==> src/rtl/ttt_pkg.sv <==
// Shared definitions for the tic-tac-toe controller: state codes, line geometry
// and the bot's corner preference order.
package ttt_pkg;

    localparam logic [2:0] ST_IDLE = 3'd0;
    localparam logic [2:0] ST_WAIT = 3'd1;
    localparam logic [2:0] ST_CHK  = 3'd2;
    localparam logic [2:0] ST_BOT  = 3'd3;
    localparam logic [2:0] ST_OVER = 3'd4;

    localparam int unsigned NUM_CORNERS = 4;

    // Lines 0..n-1 are rows, n..2n-1 columns, 2n the main diagonal, 2n+1 the anti-diagonal.
    function automatic int unsigned line_cell(input int unsigned n, input int unsigned l,
                                              input int unsigned k);
        if (l < n)
            return l * n + k;
        else if (l < 2 * n)
            return k * n + (l - n);
        else if (l == 2 * n)
            return k * n + k;
        else
            return k * n + (n - 1 - k);
    endfunction

    function automatic int unsigned corner_cell(input int unsigned n, input int unsigned c);
        case (c)
            0:       return n * n - 1;
            1:       return 0;
            2:       return n - 1;
            default: return n * (n - 1);
        endcase
    endfunction

endpackage

==> src/rtl/ttt_game_ctrl_if.sv <==
// Player/host port of the tic-tac-toe controller: move handshake, game control
// and LED board outputs.
interface ttt_game_ctrl_if #(
    parameter int unsigned N = 3
);
    localparam int unsigned NN   = N * N;
    localparam int unsigned IDXW = $clog2(NN);

    logic            start;
    logic            bot_en;
    logic            bot_first;
    logic            move_valid;
    logic [IDXW-1:0] move_idx;
    logic            move_ready;
    logic            move_illegal;
    logic            turn;
    logic [NN-1:0]   board_r;
    logic [NN-1:0]   board_g;
    logic            bot_move_valid;
    logic [IDXW-1:0] bot_move_idx;
    logic            rw;
    logic            gw;
    logic            draw;
    logic            over;

    modport master (
        output start, bot_en, bot_first, move_valid, move_idx,
        input  move_ready, move_illegal, turn, board_r, board_g,
               bot_move_valid, bot_move_idx, rw, gw, draw, over
    );

    modport slave (
        input  start, bot_en, bot_first, move_valid, move_idx,
        output move_ready, move_illegal, turn, board_r, board_g,
               bot_move_valid, bot_move_idx, rw, gw, draw, over
    );

endinterface

==> src/rtl/ttt_bot_pick.sv <==
// Combinational bot move choice: win > block > centre > corner > lowest free cell.
module ttt_bot_pick
    import ttt_pkg::*;
#(
    parameter int unsigned N = 3
) (
    input  logic [N*N-1:0]         board_r,
    input  logic [N*N-1:0]         board_g,
    output logic [$clog2(N*N)-1:0] pick_idx,
    output logic                   pick_valid
);
    localparam int unsigned NN   = N * N;
    localparam int unsigned IDXW = $clog2(NN);
    localparam logic [IDXW-1:0] CENTRE_IDX = IDXW'((NN - 1) / 2);

    logic [NN-1:0]   empty;
    logic [NN-1:0]   win_m;
    logic [NN-1:0]   blk_m;
    logic [IDXW-1:0] c;
    int unsigned     cnt_r;
    int unsigned     cnt_g;
    logic            found;

    assign empty      = ~(board_r | board_g);
    assign pick_valid = |empty;

    // A line with N-1 own pieces and nothing of the opponent has exactly one empty cell.
    always_comb begin
        win_m = '0;
        blk_m = '0;
        c     = '0;
        cnt_r = 0;
        cnt_g = 0;
        for (int unsigned l = 0; l < 2 * N + 2; l++) begin
            cnt_r = 0;
            cnt_g = 0;
            for (int unsigned k = 0; k < N; k++) begin
                c = IDXW'(line_cell(N, l, k));
                if (board_r[c]) cnt_r++;
                if (board_g[c]) cnt_g++;
            end
            for (int unsigned k = 0; k < N; k++) begin
                c = IDXW'(line_cell(N, l, k));
                if (cnt_g == N - 1 && cnt_r == 0) win_m[c] = win_m[c] | empty[c];
                if (cnt_r == N - 1 && cnt_g == 0) blk_m[c] = blk_m[c] | empty[c];
            end
        end
    end

    always_comb begin
        pick_idx = '0;
        found    = 1'b0;
        for (int unsigned i = 0; i < NN; i++) begin
            if (!found && win_m[i]) begin
                pick_idx = IDXW'(i);
                found    = 1'b1;
            end
        end
        for (int unsigned i = 0; i < NN; i++) begin
            if (!found && blk_m[i]) begin
                pick_idx = IDXW'(i);
                found    = 1'b1;
            end
        end
        if (!found && (N % 2 == 1) && empty[CENTRE_IDX]) begin
            pick_idx = CENTRE_IDX;
            found    = 1'b1;
        end
        for (int unsigned i = 0; i < NUM_CORNERS; i++) begin
            if (!found && empty[IDXW'(corner_cell(N, i))]) begin
                pick_idx = IDXW'(corner_cell(N, i));
                found    = 1'b1;
            end
        end
        for (int unsigned i = 0; i < NN; i++) begin
            if (!found && empty[i]) begin
                pick_idx = IDXW'(i);
                found    = 1'b1;
            end
        end
    end

endmodule

==> src/rtl/ttt_game_ctrl.sv <==
// Tic-tac-toe game controller: owns the board, accepts human moves, runs the
// bot, and flags win/draw.
module ttt_game_ctrl
    import ttt_pkg::*;
#(
    parameter int unsigned N = 3
) (
    input  logic           clk,
    input  logic           rs,
    ttt_game_ctrl_if.slave gif
);
    localparam int unsigned NN   = N * N;
    localparam int unsigned IDXW = $clog2(NN);

    logic [2:0]      state_q, state_d;
    logic [NN-1:0]   board_r_q, board_r_d;
    logic [NN-1:0]   board_g_q, board_g_d;
    logic            turn_q, turn_d;
    logic            rw_q, rw_d;
    logic            gw_q, gw_d;
    logic            draw_q, draw_d;
    logic            over_q, over_d;
    logic            illegal_q, illegal_d;
    logic            bot_valid_q, bot_valid_d;
    logic [IDXW-1:0] bot_idx_q, bot_idx_d;
    logic            bot_en_q, bot_en_d;

    logic [IDXW-1:0] pick_idx;
    logic            pick_valid;
    logic [NN-1:0]   move_oh;
    logic            move_legal;
    logic            r_win, g_win, all_r, all_g;
    logic [IDXW-1:0] c;
    logic            full;

    ttt_bot_pick #(.N(N)) u_pick (
        .board_r    (board_r_q),
        .board_g    (board_g_q),
        .pick_idx   (pick_idx),
        .pick_valid (pick_valid)
    );

    // Out-of-range indices shift the one-hot to zero, so the range test must gate legality.
    assign move_oh    = NN'(1) << gif.move_idx;
    assign move_legal = ({1'b0, gif.move_idx} < (IDXW + 1)'(NN))
                        && (((board_r_q | board_g_q) & move_oh) == '0);
    assign full       = &(board_r_q | board_g_q);

    always_comb begin
        r_win = 1'b0;
        g_win = 1'b0;
        all_r = 1'b0;
        all_g = 1'b0;
        c     = '0;
        for (int unsigned l = 0; l < 2 * N + 2; l++) begin
            all_r = 1'b1;
            all_g = 1'b1;
            for (int unsigned k = 0; k < N; k++) begin
                c     = IDXW'(line_cell(N, l, k));
                all_r = all_r & board_r_q[c];
                all_g = all_g & board_g_q[c];
            end
            r_win = r_win | all_r;
            g_win = g_win | all_g;
        end
    end

    always_comb begin
        state_d     = state_q;
        board_r_d   = board_r_q;
        board_g_d   = board_g_q;
        turn_d      = turn_q;
        rw_d        = rw_q;
        gw_d        = gw_q;
        draw_d      = draw_q;
        over_d      = over_q;
        illegal_d   = 1'b0;
        bot_valid_d = 1'b0;
        bot_idx_d   = bot_idx_q;
        bot_en_d    = bot_en_q;
        case (state_q)
            ST_IDLE, ST_OVER: begin
                if (gif.start) begin
                    board_r_d = '0;
                    board_g_d = '0;
                    rw_d      = 1'b0;
                    gw_d      = 1'b0;
                    draw_d    = 1'b0;
                    over_d    = 1'b0;
                    bot_en_d  = gif.bot_en;
                    if (gif.bot_en && gif.bot_first) begin
                        state_d = ST_BOT;
                        turn_d  = 1'b1;
                    end else begin
                        state_d = ST_WAIT;
                        turn_d  = 1'b0;
                    end
                end
            end
            ST_WAIT: begin
                if (gif.move_valid) begin
                    if (move_legal) begin
                        if (turn_q) board_g_d = board_g_q | move_oh;
                        else        board_r_d = board_r_q | move_oh;
                        state_d = ST_CHK;
                    end else begin
                        illegal_d = 1'b1;
                    end
                end
            end
            ST_CHK: begin
                if (r_win || g_win) begin
                    rw_d    = r_win;
                    gw_d    = g_win;
                    over_d  = 1'b1;
                    state_d = ST_OVER;
                end else if (full) begin
                    draw_d  = 1'b1;
                    over_d  = 1'b1;
                    state_d = ST_OVER;
                end else begin
                    turn_d  = ~turn_q;
                    state_d = (bot_en_q && !turn_q) ? ST_BOT : ST_WAIT;
                end
            end
            ST_BOT: begin
                if (pick_valid) begin
                    board_g_d   = board_g_q | (NN'(1) << pick_idx);
                    bot_idx_d   = pick_idx;
                    bot_valid_d = 1'b1;
                end
                state_d = ST_CHK;
            end
            default: state_d = ST_IDLE;
        endcase
    end

    always_ff @(posedge clk) begin
        if (rs) begin
            state_q     <= ST_IDLE;
            board_r_q   <= '0;
            board_g_q   <= '0;
            turn_q      <= 1'b0;
            rw_q        <= 1'b0;
            gw_q        <= 1'b0;
            draw_q      <= 1'b0;
            over_q      <= 1'b0;
            illegal_q   <= 1'b0;
            bot_valid_q <= 1'b0;
            bot_idx_q   <= '0;
            bot_en_q    <= 1'b0;
        end else begin
            state_q     <= state_d;
            board_r_q   <= board_r_d;
            board_g_q   <= board_g_d;
            turn_q      <= turn_d;
            rw_q        <= rw_d;
            gw_q        <= gw_d;
            draw_q      <= draw_d;
            over_q      <= over_d;
            illegal_q   <= illegal_d;
            bot_valid_q <= bot_valid_d;
            bot_idx_q   <= bot_idx_d;
            bot_en_q    <= bot_en_d;
        end
    end

    assign gif.move_ready     = (state_q == ST_WAIT);
    assign gif.move_illegal   = illegal_q;
    assign gif.turn           = turn_q;
    assign gif.board_r        = board_r_q;
    assign gif.board_g        = board_g_q;
    assign gif.bot_move_valid = bot_valid_q;
    assign gif.bot_move_idx   = bot_idx_q;
    assign gif.rw             = rw_q;
    assign gif.gw             = gw_q;
    assign gif.draw           = draw_q;
    assign gif.over           = over_q;

endmodule

==> src/flat_wrapper.sv <==
// flat-port wrapper written by rule: the top's interface ports become plain ports
module ttt_game_ctrl_flat import ttt_pkg::*;
#(
    parameter int unsigned N = 3
)
  (clk, rs, gif_start, gif_bot_en, gif_bot_first, gif_move_valid, gif_move_idx, gif_move_ready, gif_move_illegal, gif_turn, gif_board_r, gif_board_g, gif_bot_move_valid, gif_bot_move_idx, gif_rw, gif_gw, gif_draw, gif_over);
  ttt_game_ctrl_if #(.N(N)) gif_i ();
  input  logic clk;
  input  logic rs;
  input wire logic [$bits(gif_i.start)-1:0] gif_start;
  input wire logic [$bits(gif_i.bot_en)-1:0] gif_bot_en;
  input wire logic [$bits(gif_i.bot_first)-1:0] gif_bot_first;
  input wire logic [$bits(gif_i.move_valid)-1:0] gif_move_valid;
  input wire logic [$bits(gif_i.move_idx)-1:0] gif_move_idx;
  output wire logic [$bits(gif_i.move_ready)-1:0] gif_move_ready;
  output wire logic [$bits(gif_i.move_illegal)-1:0] gif_move_illegal;
  output wire logic [$bits(gif_i.turn)-1:0] gif_turn;
  output wire logic [$bits(gif_i.board_r)-1:0] gif_board_r;
  output wire logic [$bits(gif_i.board_g)-1:0] gif_board_g;
  output wire logic [$bits(gif_i.bot_move_valid)-1:0] gif_bot_move_valid;
  output wire logic [$bits(gif_i.bot_move_idx)-1:0] gif_bot_move_idx;
  output wire logic [$bits(gif_i.rw)-1:0] gif_rw;
  output wire logic [$bits(gif_i.gw)-1:0] gif_gw;
  output wire logic [$bits(gif_i.draw)-1:0] gif_draw;
  output wire logic [$bits(gif_i.over)-1:0] gif_over;
  assign gif_i.start = gif_start;
  assign gif_i.bot_en = gif_bot_en;
  assign gif_i.bot_first = gif_bot_first;
  assign gif_i.move_valid = gif_move_valid;
  assign gif_i.move_idx = gif_move_idx;
  assign gif_move_ready = gif_i.move_ready;
  assign gif_move_illegal = gif_i.move_illegal;
  assign gif_turn = gif_i.turn;
  assign gif_board_r = gif_i.board_r;
  assign gif_board_g = gif_i.board_g;
  assign gif_bot_move_valid = gif_i.bot_move_valid;
  assign gif_bot_move_idx = gif_i.bot_move_idx;
  assign gif_rw = gif_i.rw;
  assign gif_gw = gif_i.gw;
  assign gif_draw = gif_i.draw;
  assign gif_over = gif_i.over;
  ttt_game_ctrl #(.N(N)) u_core (.clk(clk), .rs(rs), .gif(gif_i));
endmodule
==> config.mk <==
export PLATFORM = sky130hd
export DESIGN_NAME = ttt_game_ctrl_flat
export DESIGN_NICKNAME = d
export VERILOG_FILES = /design/src/rtl/ttt_pkg.sv /design/src/rtl/ttt_game_ctrl_if.sv /design/src/rtl/ttt_bot_pick.sv /design/src/rtl/ttt_game_ctrl.sv /design/src/flat_wrapper.sv
export SDC_FILE = /design/constraint.sdc
export NUM_CORES = 1
export LEC_CHECK = 0
export ABC_AREA = 1
export CAP_MARGIN = 20
export CORE_MARGIN = 2
export CORE_UTILIZATION = 50
export CTS_BUF_LIST = sky130_fd_sc_hd__clkbuf_8
export CTS_CLUSTER_DIAMETER = 100
export DETAILED_ROUTE_END_ITERATION = 8
export PLACE_DENSITY = 0.72
export SYNTH_ARGS = -nofsm -noshare
export SYNTH_HDL_FRONTEND = slang
export SYNTH_HIERARCHICAL = 1
export SYNTH_SLANG_ARGS = --single-unit
==> constraint.sdc <==
create_clock -name clk -period 4.3 [get_ports clk]
set_input_delay 0.43 -clock clk [delete_from_list [all_inputs] [get_ports clk]]
set_output_delay 0.43 -clock clk [all_outputs]
set_load 0.02 [all_outputs]
==> results of run 1 <==
final timing paths:
kind                                                 start                         end  slack, ns
worst max-delay path                 u_core/gif.board_g[5]       u_core/gif.board_g[4]       0.36
worst min-delay path            u_core/gif.bot_move_idx[3]  u_core/gif.bot_move_idx[3]       0.47
worst max register to register       u_core/gif.board_g[5]       u_core/gif.board_g[4]       0.36
worst min register to register  u_core/gif.bot_move_idx[3]  u_core/gif.bot_move_idx[3]       0.47
cell families after synthesis:
kind of cell | count (synthesis)
AOI/OAI and AO/OA | 105
DFF | 33
and+or+nand+nor | 325
adders and majority gates | 32
buffers and inverters | 114
xor gates and xnor gates | 3
stage by stage:
stage | std cells | setup WS (ns)
global placement | 752 | 0.4574
finish | 760 | 0.3634
global route | 760 | 0.008642
floorplan | 612 | 0.5336
detailed placement | 752 | 0.2935
CTS | 760 | 0.2762
synthesized netlist by cell type, types with 14 or more instances:
cell,number,area share [%]
a21oi_1,40,5.4
o21ai_0,38,5.1
inv_2,14,1.4
nand3_1,43,5.8
inv_1,86,8.6
dfxtp_1,33,18
nand4_1,26,4.4
nand2_1,132,13
ha_1,32,11
nor2_1,67,6.7
nor2_2,14,2.3
state kept, by name (all words and copies together) (netlist names):
signal                     cells
u_core/state_q                 3
u_core/gif.board_r             9
u_core/gif.move_illegal        1
u_core/gif.over                1
u_core/gif.bot_move_valid      1
u_core/gif.turn                1
u_core/gif.draw                1
u_core/gif.board_g             9
u_core/gif.gw                  1
u_core/bot_en_q                1
u_core/gif.rw                  1
u_core/gif.bot_move_idx        4
layout make-up:
type	count	area [µm²]
well taps	99	123.9
inverters	103	390.4
repair buffers	52	488.0
multi-input cells	465	2605
flip-flops and latches	33	665.6
clock inverters	2	33.78
fillers	747	2864
clock buffers	6	82.58
worst max-delay path: cells and delay by family, from the launching register on:
family / cells / cell delay (ns)
and+or+nand+nor: 19 / 2.23
AOI/OAI and AO/OA: 3 / 0.60
DFF: 1 / 0.48
adders and majority gates: 1 / 0.29
buffers and inverters: 3 / 0.24
placed cells by master, fill, tap and decap left out, drive strengths merged, types with 2 or more instances in the layout:
cell type	synthesis	routed
nand2	147	147
inv	101	102
nor2	86	86
o21ai	52	52
nand3	48	48
a21oi	43	43
clkdlybuf4s50	0	39
dfxtp	33	33
ha	32	32
nand4	29	29
buf	9	13
nor3	7	7
clkbuf	2	6
or2	4	4
o31ai	2	2
a31oi	2	2
xnor2	2	2
clkinv	2	2
power breakdown:
part	total [µW]	leakage, µW	internal [µW]	switching [µW]
Sequential	338	0.000269	322	16.4
Combinational	518	0.00169	168	350
Clock	304	0.0000626	187	117
Total	1160	0.00202	677	484
per-layer routing:
| metal | up-vias | wire (µm) | track usage, % | share of wire [%] |
|---|---|---|---|---|
| met5 | - | 0 | 0 | 0 |
| met4 | 0 | 403 | 11.54 | 3.6 |
| met3 | 26 | 548 | 2.588 | 4.8 |
| met2 | 140 | 5465 | 50.06 | 48 |
| met1 | 1912 | 4884 | 34.82 | 43 |
| li1 | 2089 | - | - | - |
==> reports/qor.csv, run 1 <==
stage;metric;value;unit
run_status;status;finished clean;
global_routing;grt_overflow;0;
pwr;p_total;1160;µW
cts;cts_tree;built;
critical_path;cp-end-kind;flop;
synthesis;synth_area_per_cell;6.103;µm²
cts;ctsResizeCount;0;
floorplanning;die_w;90.43;µm
pwr;cellLeakagePower;0.002018;µW
critical_path;arrival;4.14;ns
synthesis;ys_types;49;
critical_path;rr_worst_depth;26;
floorplanning;die-area;8177;µm²
cells_and_area;area_growth;17.52;%
sta;slew_viol_final;0;
synthesis;syn_nets;654;
pwr;ir_drop;0.2740;mV
route;via_per_inst;5.483;
global_routing;first_global_vias;3958;
critical_path;crit_type;reg -> reg;
route;num_vias;4167;
route;ant_nets;0;
global_routing;grt_max_degree;24;
placement;gp_congestion;0.9636;
worst_hold_path;whs_path_depth;2;
cts;numClockSinks;33;
cts;cts_buffers;5;
sta;finClkSkew;0.007485;ns
critical_path;critPathSlowestCell;dfxtp_1;
cts;post_cts_buffers;0;
sta;rsz0062_at_grt;false;
route;drc;0;
global_routing;grt_pass1_wl;18820;µm
synthesis;muxShareOfSynthArea;0;%
pwr;power.density;264.3;nW/µm²
synthesis;synthFlopType;dfxtp_1;
sta;setup_viol;0;
cts;clkTransAtPathRegs;0.07;ns
worst_hold_path;worstHoldPathType;reg -> reg;
cells_and_area;n_antenna_cell;0;
synthesis;synth-seq-area-share;17.69;%
placement;post-dp-hpwl;9095;µm
synthesis;syn_area;3735;µm²
cells_and_area;fin_nets;702;
floorplanning;start_util;51.49;%
floorplanning;ioPinCount;40;
cts;ctsHoldBuffers;0;
sta;slew_headroom;49.91;%
synthesis;synth_top_family_by_area;simple AND/OR/NAND/NOR gates;
floorplanning;row_count;31;
placement;io_buffer_count;39;
synthesis;synth_fa_ha_area_share;10.72;%
floorplanning;core;7253;µm²
synthesis;synthSimpleGateAreaFrac;42.58;%
sta;hold_viol;0;
route;routed_wirelength;11300;µm
critical_path;worstPathMaxFanout;8;
synthesis;ys_ff_latch;33;
sta;setup_tns;0;ns
cells_and_area;fin_util;60.51;%
synthesis;synthCells;612;
cts;clockRootBuffer;clkbuf_8;
critical_path;crit_required;4.50;ns
global_routing;grt_usage;28.16;%
sta;timing.final.crit_share;91.55;%
floorplanning;dieHeight;90.43;µm
route;dr.pass1.iters;5;
sta;holdWs;0.4654;ns
cts;clock_path_buffers;2;
synthesis;synth-xor-area-share;0.7035;%
critical_path;crit_path_start_kind;flop;
global_routing;antenna_found_initial;0;
sta;tightest_slew;0.7495;ns
cts;htree_levels;2;
route;wl_per_cell;14.87;µm
synthesis;synth_edf_count;0;
job;max-cap-violations;0;
cells_and_area;finish.instance_area;4389;µm²
cts;clk_latency;0.29;ns
critical_path;max_stage_delay;0.48;ns
sta;min_period;3.937;ns
synthesis;yosysWarnings;6;
synthesis;synth_compound_area_share;15.48;%
placement;dpl-instance-area;4258;µm²
sta;fmax;0.2540;GHz
route;drt_iter0_markers;297;
cells_and_area;drive_gt1_share;14.37;%
synthesis;synth_async_sr_flop_share;0;%
Note: power is estimated with default switching activity, not from simulation.
==> run 2: changes to the inputs <==
- CORE_MARGIN: 2 -> default
- CORE_UTILIZATION: 50 -> 40
- PLACE_DENSITY: 0.72 -> default
==> run 2 against run 1 <==
Compared with the run above:
- fmax rose by 2.3%
- largest cell class unchanged
- critical path depth shrank 1
- die area grew 19%
- highest routed layer unchanged
- critical endpoint unchanged
- critical path type unchanged
- largest power group unchanged
- utilization down 11 points
==> reports/qor.csv, run 2 (synthesized netlist as in run 1, its figures left out) <==
stage;metric;value;unit
floorplanning;ioPinCount;40;
route;highest_layer;met4;
pwr;p_sw;483.6;µW
global_routing;grt_usage;24.83;%
sta;tightest_slew;0.6787;ns
pwr;p_total;1160;µW
floorplanning;dieHeight;98.63;µm
cts;cts_buffers;5;
cells_and_area;nFillCells;911;
route;via_per_inst;5.349;
pwr;power.density;262.6;nW/µm²
sta;hold_viol;0;
cells_and_area;finish.instance_area;4418;µm²
global_routing;grt_max_degree;24;
cts;numClockSinks;33;
cells_and_area;n_antenna_cell;0;
critical_path;crit_path_start_kind;flop;
floorplanning;core;8891;µm²
cells_and_area;most-common-layout-cells;nand2_1, inv_1, nor2_1, nand3_1, a21oi_1;
pwr;p_int;676.5;µW
route;routed_wirelength;11660;µm
floorplanning;die_w;98.63;µm
placement;post-place-cells;763;
route;wl_met3;569;µm
global_routing;first_global_vias;3835;
route;drt_iter0_markers;190;
run_status;status;finished clean;
route;drt-met1-wl;5187;µm
sta;holdWs;0.4630;ns
route;num_vias;4124;
pwr;pwr-share-comb;44.7;%
critical_path;cp-end-kind;flop;
pwr;power_frac_clock;26.1;%
cts;cts_tree;built;
cts;clockRootBuffer;clkbuf_8;
cts;clk_latency;0.28;ns
sta;min_period;3.847;ns
pwr;seqPwrFrac;29.2;%
critical_path;worstPathMaxFanout;4;
cells_and_area;drive_gt1_share;14.93;%
pwr;swShare;41.69;%
placement;dpl-instance-area;4284;µm²
critical_path;crit_type;reg -> reg;
floorplanning;die-area;9728;µm²
route;ant_nets;0;
sta;setup_tns;0;ns
worst_hold_path;worstHoldPathType;reg -> reg;
floorplanning;row_count;34;
placement;post-dp-hpwl;9501;µm
cells_and_area;fin_nets;704;
sta;slew_headroom;54.64;%
pwr;cellLeakagePower;0.002024;µW
sta;timing.final.crit_share;89.48;%
sta;setup_viol;0;
route;drc;0;
route;wl_per_cell;15.12;µm
cts;clock_path_buffers;2;
cts;post_cts_buffers;0;
critical_path;arrival;4.04;ns
placement;gp_congestion;0.9494;
global_routing;grt_pass1_wl;19130;µm
cts;htree_levels;2;
cells_and_area;final_cells;771;
global_routing;antenna_found_initial;0;
placement;io_buffer_count;39;
cells_and_area;area_growth;18.29;%
sta;finClkSkew;0.004594;ns
floorplanning;start_util;42.01;%
sta;fmax;0.2599;GHz
cells_and_area;final_common_cell;nand2_1;
sta;rsz0062_at_grt;false;
route;dr.pass1.iters;4;
route;route.met2.wl;5454;µm
cts;clkTransAtPathRegs;0.07;ns
sta;slew_viol_final;0;
job;max-cap-violations;0;
pwr;ir_drop;0.1788;mV
critical_path;crit_required;4.49;ns
global_routing;grt_overflow;0;
-- run 2: cell count changes in the layout (fill, tap and decap cells not counted) --
cell	delta
buf_4	+2
dfxtp_1	-2
dfxtp_2	+1
dfxtp_4	+1
nand3_1	+1
nand3_2	-1
nor2_1	-1
nor2_2	+1
o21ai_0	+1
o21ai_1	-1
-- run 2: worst max-delay path: stages, from the launching register on --
cell and delay [ns]:
dfxtp_1 0.43, inv_1 0.11, ha_1 0.32, nand3_1 0.09, o21ai_0 0.09, nand4_1 0.18
nand2_1 0.10, nand2_1 0.08, nand2_2 0.07, nor2_4 0.10, nand4_2 0.10, nor2_4 0.14
nand4_4 0.11, nor3_4 0.19, nand4_2 0.14, nor2_4 0.18, nand3_4 0.11, clkinv_2 0.07
nand3_2 0.08, nand3_1 0.18, nand2_1 0.12, o31ai_1 0.27, o21ai_1 0.11, inv_1 0.07
nand4_1 0.09, a21oi_1 0.20
-- run 2: final timing paths --
check | cells after the start | slack [ns] | end | startpoint
max | 25 | 0.45 | u_core/gif.board_g[4] | u_core/gif.board_g[3]
min | 2 | 0.46 | u_core/gif.bot_move_idx[0] | u_core/gif.bot_move_idx[0]
max reg2reg | 25 | 0.45 | u_core/gif.board_g[4] | u_core/gif.board_g[3]
min reg2reg | 2 | 0.46 | u_core/gif.bot_move_idx[0] | u_core/gif.bot_move_idx[0]
-- run 2: metrics by stage --
stage / worst slack (ns) / utilization, %
3_5_place_dp: 0.1772 / 48.18
5_1_grt: 0.02741 / 49.69
4_1_cts: 0.1457 / 49.49
2_1_floorplan: 0.5336 / -
6_report: 0.4526 / 49.69
3_3_place_gp: 0.2580 / 48.18
-- run 2: per-layer routing --
| metal | vias to the layer above | GRT usage, % |
|---|---|---|
| li1 | 2093 | - |
| met1 | 1867 | 32.07 |
| met2 | 137 | 41.87 |
| met3 | 27 | 2.270 |
| met4 | 0 | 11.60 |
| met5 | - | 0 |
-- run 2: power groups by stage --
stage | Sequential (µW) | Clock (µW) | Combinational [µW]
6_report | 339 | 302 | 519
5_1_grt | 342 | 323 | 582
4_1_cts | 339 | 306 | 512
3_5_place_dp | 346 | 0 | 510
3_3_place_gp | 346 | 0 | 504
2_1_floorplan | 359 | 0 | 373
-- run 2: final cells by class --
type | count | area, µm² | area share [%]
Inverter | 103 | 390.4 | 8.836
Clock buffer | 6 | 82.58 | 1.869
Multi-Input combinational cell | 465 | 2603 | 58.91
Sequential cell | 33 | 670.6 | 15.18
Timing Repair Buffer | 54 | 503.0 | 11.38
Tap cell | 108 | 135.1 | 3.059
Clock inverter | 2 | 33.78 | 0.7647
-- run 2: timing repair --
| item | 4_1_cts | 5_1_grt |
|---|---|---|
| resized for setup | 0 | 9 |
| hold buffers | 0 | 0 |
| endpoints found under the setup margin | 0 | 8 |
==> run 3: changes to the inputs <==
- CORE_UTILIZATION: 40 -> 49
- CTS_BUF_LIST: sky130_fd_sc_hd__clkbuf_8 -> default
- PLACE_DENSITY: default -> 0.71
==> run 3 against run 2 <==
Compared with the run above:
- final area fell by 1.8%
- routed wire length grew 0.37%
- sequential share of layout area up 0.18 points
- register-to-register slack worse by 0.08 ns
- worst setup slack lost 0.076 ns
- largest cell class unchanged
- largest power group unchanged
==> reports/qor.csv, run 3 (synthesized netlist as in run 1, its figures left out) <==
stage;metric;value;unit
cells_and_area;area_growth;16.21;%
sta;fmax;0.2549;GHz
cts;cts_buffers;5;
global_routing;grt_pass1_wl;18810;µm
placement;post-dp-hpwl;9300;µm
critical_path;cp-end-kind;flop;
global_routing;antenna_found_initial;0;
floorplanning;ioPinCount;40;
run_status;status;finished clean;
route;wl_per_cell;15.46;µm
sta;setup_slack;0.3765;ns
critical_path;crit_path_start_kind;flop;
global_routing;grt_overflow;0;
job;max-cap-violations;0;
critical_path;arrival;4.12;ns
floorplanning;die-area;7975;µm²
cts;clock_path_buffers;2;
placement;post-place-cells;751;
cts;clkTransAtPathRegs;0.07;ns
cells_and_area;final_common_cell;nand2_1;
pwr;cellLeakagePower;0.001990;µW
floorplanning;row_count;31;
route;dr.pass1.iters;5;
floorplanning;core;7292;µm²
route;ant_nets;0;
pwr;p_total;1081;µW
pwr;power.density;248.9;nW/µm²
cts;htree_levels;2;
cts;ctsResizeCount;0;
cts;ctsHoldBuffers;0;
critical_path;rr_worst_depth;24;
critical_path;crit_type;reg -> reg;
sta;min_period;3.924;ns
worst_hold_path;worstHoldPathType;reg -> reg;
sta;setup_viol;0;
route;drc;0;
global_routing;grt_max_degree;24;
placement;place_ws;0.2759;ns
cells_and_area;final_cells;757;
route;via_per_inst;5.501;
cells_and_area;n_antenna_cell;0;
sta;setup_tns;0;ns
pwr;ir_drop;0.2923;mV
floorplanning;die_w;89.31;µm
sta;finClkSkew;0.008905;ns
route;routed_wirelength;11700;µm
cells_and_area;fin_nets;701;
critical_path;crit_required;4.49;ns
sta;slew_viol_final;0;
cts;clk_latency;0.28;ns
global_routing;first_global_vias;3868;
global_routing;grt_usage;31.36;%
cts;post_cts_buffers;0;
route;num_vias;4164;
cts;clockRootBuffer;clkbuf_8;
cells_and_area;most-common-layout-cells;nand2_1, inv_1, nor2_1, nand3_1, a21oi_1;
worst_hold_path;whs_path_depth;2;
cts;cts_tree;built;
placement;io_buffer_count;39;
floorplanning;dieHeight;89.31;µm
cts;numClockSinks;33;
sta;hold_viol;0;
floorplanning;start_util;51.22;%
sta;rsz0062_at_grt;false;
critical_path;rrSetupSlack;0.38;ns
placement;gp_congestion;0.9400;
critical_path;worstPathMaxFanout;17;
cells_and_area;drive_gt1_share;14.29;%
sta;holdWs;0.4655;ns
sta;timing.final.crit_share;91.24;%
route;drt_iter0_markers;258;
sta;tightest_slew;0.7606;ns
sta;slew_headroom;49.17;%
## run 3: routing by layer
layer | track usage [%] | part of all wire, % | vias up
met5 | 0 | 0 | -
met4 | 15.01 | 4.0 | 0
met3 | 5.355 | 5.3 | 29
met2 | 55.79 | 49 | 138
met1 | 36.43 | 42 | 1912
li1 | - | - | 2085
## run 3: final timing paths
kind	end	startpoint
max reg2reg	u_core/gif.board_g[5]	u_core/gif.board_r[8]
min	u_core/gif.gw	u_core/gif.gw
max	u_core/gif.board_g[5]	u_core/gif.board_r[8]
min reg2reg	u_core/gif.gw	u_core/gif.gw
## run 3: worst max-delay path, cell delays in order (launching register included)
cell and delay [ns]:
dfxtp_1 0.77, nand2_1 0.19, nor2_1 0.15, nor2_1 0.08, nand2_2 0.10, nand3_1 0.09
nand2_2 0.08, nand2_2 0.07, nor2_4 0.11, nand4_2 0.10, nor2_4 0.14, nand4_4 0.11
nor3_4 0.19, nand4_2 0.15, nor2_4 0.18, nand3_4 0.11, nor2_2 0.09, nand2_1 0.08
nand3_1 0.15, nand2_1 0.12, o21ai_0 0.32, o21ai_1 0.12, inv_1 0.06, nand4_1 0.10
a21oi_1 0.16
## run 3: area by class of cell
type | count | area (µm²)
fill | 763 | 2952
multi-input combinational | 465 | 2605
sequential | 33 | 666.9
timing repair buffer | 51 | 480.5
inverter | 103 | 390.4
tap | 99 | 123.9
clock buffer | 5 | 68.82
clock inverter | 1 | 5.005
## run 3: metrics by stage
step	utilization [%]	area [µm²]
3_5_place_dp	58.29	4250
5_1_grt	59.52	4340
6_report	59.52	4340
3_3_place_gp	58.29	4250
2_1_floorplan	-	3735
4_1_cts	59.30	4324
## run 3: power by group
part	leakage (µW)	internal [µW]	total, µW	switching, µW
Combinational	0.00168	168	522	354
Sequential	0.000270	322	339	17.0
Clock	0.0000399	107	220	113
